==> src/rtl/worley_field_pipe.sv <==
// worley_field_pipe: moving feature points plus a 3-stage nearest-point Worley noise pipeline; define WORLEY_F2_EN for F2-F1 border shading
module worley_field_pipe #(
  parameter int NUM_PTS    = 4,
  parameter int COORD_W    = 10,
  parameter int H_ACTIVE   = 640,
  parameter int V_ACTIVE   = 480,
  parameter int DIST_SHIFT = 8,
  parameter int OUT_W      = 8
) (
  input  logic               clk,
  input  logic               rst_n,
  input  logic               frame_start,
  input  logic               pix_valid,
  input  logic [COORD_W-1:0] x,
  input  logic [COORD_W-1:0] y,
  output logic               noise_valid,
  output logic [OUT_W-1:0]   noise,
  output logic [2:0]         cell_id,
  output logic               busy
);
  localparam int DW = 2*COORD_W+1;
  localparam int NW = COORD_W+2;
  typedef enum logic [1:0] {IDLE, UPD, COMMIT} state_t;
  state_t state, next_state;
  logic [2:0] idx, next_idx;
  logic [COORD_W-1:0] px_w[NUM_PTS], py_w[NUM_PTS], px_a[NUM_PTS], py_a[NUM_PTS];
  logic signed [3:0] vx[NUM_PTS], vy[NUM_PTS];
  logic [COORD_W:0] sx[NUM_PTS], sy[NUM_PTS];
  logic [COORD_W-1:0] dx[NUM_PTS], dy[NUM_PTS];
  logic [DW-1:0] d[NUM_PTS];
  logic v1, v2;
  logic [DW-1:0] best;
  logic [2:0] bi;
  logic [OUT_W-1:0] shade;
`ifdef WORLEY_F2_EN
  logic [DW-1:0] sec;
`endif
  function automatic logic [COORD_W-1:0] seed_p(input int bound, input int i);
    return COORD_W'((bound/(NUM_PTS+1))*(i+1));
  endfunction
  function automatic logic signed [3:0] seed_vx(input int i);
    return 4'((i%2 == 0) ? (i%3)+1 : -((i%3)+1));
  endfunction
  function automatic logic signed [3:0] seed_vy(input int i);
    return 4'((i%2 == 0) ? -(((i+1)%2)+1) : ((i+1)%2)+1);
  endfunction
  // {flip velocity, new position}: signed step clamped to 0..bound-1
  function automatic logic [COORD_W:0] step(input logic [COORD_W-1:0] p, input logic signed [3:0] v, input int bound);
    logic signed [NW-1:0] n;
    n = $signed({2'b00, p}) + $signed({{(NW-4){v[3]}}, v});
    return n < 0 ? {1'b1, COORD_W'(0)} : n > NW'(bound-1) ? {1'b1, COORD_W'(bound-1)} : {1'b0, n[COORD_W-1:0]};
  endfunction
  function automatic logic [OUT_W-1:0] sat(input logic [DW-1:0] v);
    logic [DW-1:0] s;
    s = v >> DIST_SHIFT;
    return s > DW'((1 << OUT_W) - 1) ? '1 : s[OUT_W-1:0];
  endfunction
  assign busy = state != IDLE;
  // update FSM state register
  always_ff @(posedge clk)
    if (!rst_n) begin
      state <= IDLE;
      idx   <= '0;
    end else begin
      state <= next_state;
      idx   <= next_idx;
    end
  // update FSM sequencing: one point per cycle, then a single commit cycle
  always_comb begin
    next_state = state == IDLE ? (frame_start ? UPD : IDLE) :
                 state == UPD  ? (idx == 3'(NUM_PTS-1) ? COMMIT : UPD) : IDLE;
    next_idx   = state == UPD ? idx + 3'd1 : '0;
  end
  // candidate bounced positions for every point
  always_comb
    for (int i = 0; i < NUM_PTS; i++) begin
      sx[i] = step(px_w[i], vx[i], H_ACTIVE);
      sy[i] = step(py_w[i], vy[i], V_ACTIVE);
    end
  // working set moves during UPD, active set follows on COMMIT
  always_ff @(posedge clk)
    if (!rst_n)
      for (int i = 0; i < NUM_PTS; i++) begin
        px_w[i] <= seed_p(H_ACTIVE, i);
        py_w[i] <= seed_p(V_ACTIVE, i);
        px_a[i] <= seed_p(H_ACTIVE, i);
        py_a[i] <= seed_p(V_ACTIVE, i);
        vx[i]   <= seed_vx(i);
        vy[i]   <= seed_vy(i);
      end
    else
      for (int i = 0; i < NUM_PTS; i++) begin
        if (state == UPD && idx == 3'(i)) begin
          px_w[i] <= sx[i][COORD_W-1:0];
          py_w[i] <= sy[i][COORD_W-1:0];
          if (sx[i][COORD_W]) vx[i] <= -vx[i];
          if (sy[i][COORD_W]) vy[i] <= -vy[i];
        end
        if (state == COMMIT) begin
          px_a[i] <= px_w[i];
          py_a[i] <= py_w[i];
        end
      end
  // S1 absolute deltas and S2 full-width squared distances
  always_ff @(posedge clk)
    for (int i = 0; i < NUM_PTS; i++) begin
      dx[i] <= x >= px_a[i] ? x - px_a[i] : px_a[i] - x;
      dy[i] <= y >= py_a[i] ? y - py_a[i] : py_a[i] - y;
      d[i]  <= DW'(dx[i]) * DW'(dx[i]) + DW'(dy[i]) * DW'(dy[i]);
    end
  // S3 minimum search; strict compare keeps the lowest index on ties
  always_comb begin
    best = d[0];
    bi   = '0;
`ifdef WORLEY_F2_EN
    sec  = '1;
`endif
    for (int i = 1; i < NUM_PTS; i++) begin
`ifdef WORLEY_F2_EN
      sec = d[i] < best ? best : d[i] < sec ? d[i] : sec;
`endif
      if (d[i] < best) begin
        best = d[i];
        bi   = 3'(i);
      end
    end
`ifdef WORLEY_F2_EN
    shade = sat(sec - best);
`else
    shade = ~sat(best);
`endif
  end
  // valid chain and S3 output register; data holds across bubbles
  always_ff @(posedge clk)
    if (!rst_n) begin
      v1          <= 1'b0;
      v2          <= 1'b0;
      noise_valid <= 1'b0;
      noise       <= '0;
      cell_id     <= '0;
    end else begin
      v1          <= pix_valid;
      v2          <= v1;
      noise_valid <= v2;
      if (v2) begin
        noise   <= shade;
        cell_id <= bi;
      end
    end
endmodule

==> config.mk <==
export PLATFORM = sky130hd
export DESIGN_NAME = worley_field_pipe
export DESIGN_NICKNAME = d
export VERILOG_FILES = /design/src/rtl/worley_field_pipe.sv
export SDC_FILE = /design/constraint.sdc
export NUM_CORES = 2
export LEC_CHECK = 0
export ABC_AREA = 1
export ABC_CLOCK_PERIOD_IN_PS = 6070
export CAP_MARGIN = 20
export CORE_ASPECT_RATIO = 1.75
export CORE_UTILIZATION = 45
export CTS_CLUSTER_DIAMETER = 50
export DETAILED_ROUTE_END_ITERATION = 10
export PLACE_DENSITY = 0.73
export SKIP_CTS_REPAIR_TIMING = 1
export SYNTH_ARGS = -nofsm -noshare
export SYNTH_HDL_FRONTEND = slang
export SYNTH_SLANG_ARGS = --single-unit
==> constraint.sdc <==
create_clock -name clk -period 6.07 [get_ports clk]
set_input_delay 0.9105 -clock clk [delete_from_list [all_inputs] [get_ports clk]]
set_output_delay 0.9105 -clock clk [all_outputs]
set_load 0.01 [all_outputs]
Yosys cells after proc, flatten, opt, wreduce, memory -nomap -nowiden
Memories as Yosys holds them, arrays and structs flattened.
Cells that the tools add are included.

storage, ports and cells
  input port bits = 24
  memories = 9
  bits in writable memories = 356
  logic and storage cells = 234
  output and inout port bits = 13
  register bits after elaboration = 19

operators by class
  equal/unequal tests = 5
  order comparisons = 28
  add/sub/neg operators = 37
  muxes and demuxes = 107
  $mul = 8
  bitwise logic cells = 25
  reduce and logical (&&, ||, !) cells = 8

memory list
  memory           words  bits a word  read ports  clocked after memory_dff  write ports  line  source
  d                4      21           4           0                         4            30    logic [DW-1:0] d[NUM_PTS];
  dx               4      10           4           0                         4            29    logic [COORD_W-1:0] dx[NUM_PTS], dy[NUM_PTS];
  dy               4      10           4           0                         4            29
  px_a             4      10           4           0                         4            26    logic [COORD_W-1:0] px_w[NUM_PTS], py_w[NUM_PTS], px_a[NUM_PTS], py_a[NUM_PTS];
  px_w             4      10           4           0                         4            26
  py_a             4      10           4           0                         4            26
  3 more memories  -      -            -           -                         -            -

operators by type and width
  operator                                                                           count
  10-bit two-way mux                                                                 24
  11-bit two-way mux                                                                 16
  10-bit by 10-bit multiplier with 20-bit output                                     8
  10-bit subtractor                                                                  16
  11-bit by 4-bit adder with 12-bit output                                           8
  12-bit by 1-bit less-than comparator with 1-bit output, second input constant      8
  20-bit by 20-bit adder with 21-bit output                                          4
  10-bit >= comparator                                                               8
  21-bit less-than comparator                                                        3
  21-bit two-way mux                                                                 3
  1-bit two-way mux                                                                  50
  12-bit by 10-bit greater-than comparator with 1-bit output, second input constant  4
  12-bit by 11-bit greater-than comparator with 1-bit output, second input constant  4
  4-bit two-way mux                                                                  8
  4-bit negator                                                                      8
  1-bit bitwise OR                                                                   24
  13-bit by 8-bit greater-than comparator with 1-bit output, second input constant   1
  2-bit two-way mux                                                                  5
  8-bit two-way mux                                                                  1
  8-bit NOT                                                                          1
  3-bit by 2-bit equality test with 1-bit output, second input constant              2
  1-bit logical AND                                                                  4
  3-bit by 1-bit adder with 3-bit output, second input constant                      1
  3-bit by 1-bit equality test with 1-bit output, second input constant              1
  other kinds (6)                                                                    6

Logic depth before layout (Yosys ltp)
An unclocked memory read counts as a cell.

  word-level depth = 10
  depth in mapped cells = 41

Least setup slack after synthesis
Ideal clock, no wire load.

  path type = register to register
  start = reg state[1]
  end = mem px_a[0][0] (enable)
  arrival time = 5981 ps
  cell stages (with the launch flop) = 3
  buffers on the path = 0
  slack = -539 ps
  data required time = 5441 ps
  path through = dfxtp_1 -> inv_1 -> o21ai_0

RTL lines
  what                      line  source
  start: declaration        24    state_t state, next_state;
  start signal: assignment  65    state <= next_state;
  end: declaration          26

==> metrics.cfg <==
[outcome]
outcome = complete, no violations

[sta]
setup_ws_ns = 0.006004
tightestPinTransition_ns = 1.168
hold_ws_ns = 0.4217
finalCritPeriodShare = 0.9990
maxSlewHeadroom = 0.1992
fin_skew_ns = 0.02893
slew_viol_final = 0
rsz0062_at_grt = yes
setup_viol = 0
hold_violations = 0
max_freq_mhz = 164.9
period_needed_ns = 6.064

[synthesis]
synth_cells = 5226
syn_area_um2 = 44650
synth_compound_area_frac = 0.08699
synth_fa_ha_area_frac = 0.4196
yosys_register_bits = 363
netlist.area_leader.share = 0.2417
yosys_warnings = 0
synthMuxAreaShare = 0.003363
synth_cell_types = 57
synthArstFlopShare = 0
synth_xor_area_frac = 0.04571
synth-simple-area-share = 0.1182
yosysTopAreaCell = fa_1
synth_edf_count = 181
ys.flop_type = dfxtp_1
ys_seq_area_frac = 0.2033
synth_top_family_by_area = adder cells
ys_top_cells_by_area = fa_1 24%, ha_1 18%, edfxtp_1 12%
syn_area_per_cell_um2 = 8.543

[finish]
drive_gt1_frac = 0.1087
area_delta_synth_final_pct = 13.42
nNetsFinal = 6638
fillers = 8993
final_cell_mix = 1292 x inv_1, 813 x nand2_1, 605 x ha_1
final_common_cell = inv_1
final_cell_count_no_fill = 6791
final_util = 0.5160

[floorplan]
coreArea_um2 = 98130
die_area_um2 = 100500
start_util = 0.4550
die_h_um = 418.7
pin_count = 37
num_rows = 152
fp.dieW_um = 240.1

[worst_setup_path]
crit_top_cell = fa_1
r2r_cells = 24
cp-end-kind = flop
critical_path.startpoint = dx[2][2]
cp_max_fo = 6
cp_slowest_cell = fa_1
crit_chain = buf_4, buf_4, fa_1, ha_1, inv_1, fa_1, fa_1, fa_1, inv_1, fa_1, fa_1, ha_4, a21o_1, a21oi_2, o21ai_4, a21oi_2, o21bai_1, a21oi_2, o21bai_1, nand3_1, nor2_1, nor2_2, o21ai_1, xor2_1
start_kind = flop
critical-path-max-stage-delay_ns = 0.55
worst-setup-path-type = flop to flop
crit_end = d[2][19]
reg2reg_slack_ns = 0.006
cp.required_ns = 6.61
r2r-start = dx[2][2]
r2r-end = d[2][19]
worstPathArrival_ns = 6.60

[worst_hold_path]
hold_class = flop to flop

[global_routing]
grt_pass1_wl_mm = 183.4
grt_pass1_vias = 36985
grt_antenna_before_repair = 16
overflow = 0
grt_max_degree = 81
track_usage = 0.2355

[route]
drt_iter0_drc = 1673
drc = 0
postRouteAntennaNets = 0
vias_per_cell = 5.078
wl_mm = 116.5
vias = 34488
drtPass1Iterations = 5
routedWlPerCell_um = 17.15

[placed_design]
numPortBuffers = 35
placed_cells = 6661
dp_hpwl_mm = 98.46
place.gp.congestion = 0.9348
preCtsSetupSlack_ns = -0.002460

[clock_tree]
cts_tree = built
clkSinkCount = 363
clk_latency_ns = 0.62
clockRootBuffer = clkbuf_16
h-tree-depth = 2
clkTransAtPathRegs_ns = 0.06
clk_path_buf_depth = 3
cts_made_buffers = 45

[job]
max_cap_violations = 0

-- state kept, by name, summed over array words and instances (netlist names) --
name         flops
idx              3
dx              40
vy              10
py_w            40
noise_valid      1
px_w            40
vx              11
py_a            40
v2               1
px_a            40
noise            8
v1               1
dy              40
d               84
state            2
cell_id          2
-- per-layer routing --
layer / global-route usage / part of all wire / up-vias
li1: - / - / 16564
met1: 0.2111 / 0.32 / 16627
met2: 0.4580 / 0.54 / 819
met3: 0.03180 / 0.036 / 460
met4: 0.1919 / 0.099 / 18
met5: 0 / 0.00094 / -
-- worst min path at each step --
stage / from / endpoint / slack (ns) / depth (start not counted)
2_1_floorplan: v1 / v2 / 0.39 / 2
3_3_place_gp: v1 / v2 / 0.40 / 2
3_5_place_dp: v1 / v2 / 0.41 / 2
4_1_cts: v1 / v2 / 0.42 / 2
5_1_grt: v1 / v2 / 0.45 / 2
6_report: v1 / v2 / 0.42 / 2
-- logic make-up after synthesis --
kind of cell             after synthesis
XOR/XNOR                             233
multiplexers                          15
flip-flops                           363
AO/OA/AOI/OAI                        681
buffers and inverters               1452
adder cells (fa/ha/maj)             1174
AND/OR/NAND/NOR                     1307
other                                  1
-- critical path: cells and delay by family (launching register included) --
family / cells / cell delay [ns]
adder cells (fa/ha/maj): 8 / 3.51
AO/OA/AOI/OAI: 8 / 1.16
buffers and inverters: 4 / 0.49
flip-flops: 1 / 0.36
AND/OR/NAND/NOR: 3 / 0.32
XOR/XNOR: 1 / 0.15
-- synthesized netlist by cell type (5+ instances only) --
| cell | instances |
|---|---|
| a21o_1 | 41 |
| a21oi_1 | 292 |
| a221oi_1 | 25 |
| a31oi_1 | 16 |
| clkbuf_1 | 107 |
| dfxtp_1 | 182 |
| edfxtp_1 | 181 |
| fa_1 | 539 |
| ha_1 | 635 |
| inv_1 | 1333 |
| mux2i_1 | 15 |
| nand2_1 | 852 |
| nand2_2 | 9 |
| nand3_1 | 93 |
| nand4_1 | 21 |
| nor2_1 | 252 |
| nor3_1 | 39 |
| nor3b_1 | 5 |
| o211ai_1 | 11 |
| o21ai_0 | 202 |
| o21ai_1 | 21 |
| o21bai_1 | 28 |
| o221ai_1 | 14 |
| o31ai_1 | 6 |
| or2_2 | 16 |
| xnor2_1 | 89 |
| xor2_1 | 144 |
-- area by class of cell --
class	count	area, um^2	area share
timing repair buffer	277	2296	0.04534
inverter	1338	5022	0.09917
antenna	7	17.52	0.0003459
tap	1309	1638	0.03234
sequential	363	9241	0.1825
multi-input combinational	3415	30840	0.6091
clock inverter	34	425.4	0.008400
clock buffer	48	1157	0.02285
-- per-stage QoR --
step / setup TNS [ns] / cell area (um^2)
after CTS: -0.2240 / 49320
after floorplan: 0 / 44670
after global placement: 0 / 47740
after global routing: -1.259 / 50630
final: 0 / 50640
after detailed placement: -0.004766 / 47740
Power is left out: the tool's default activity adds up to more than one toggle a clock period on the data nets, which glitch-free logic cannot reach.
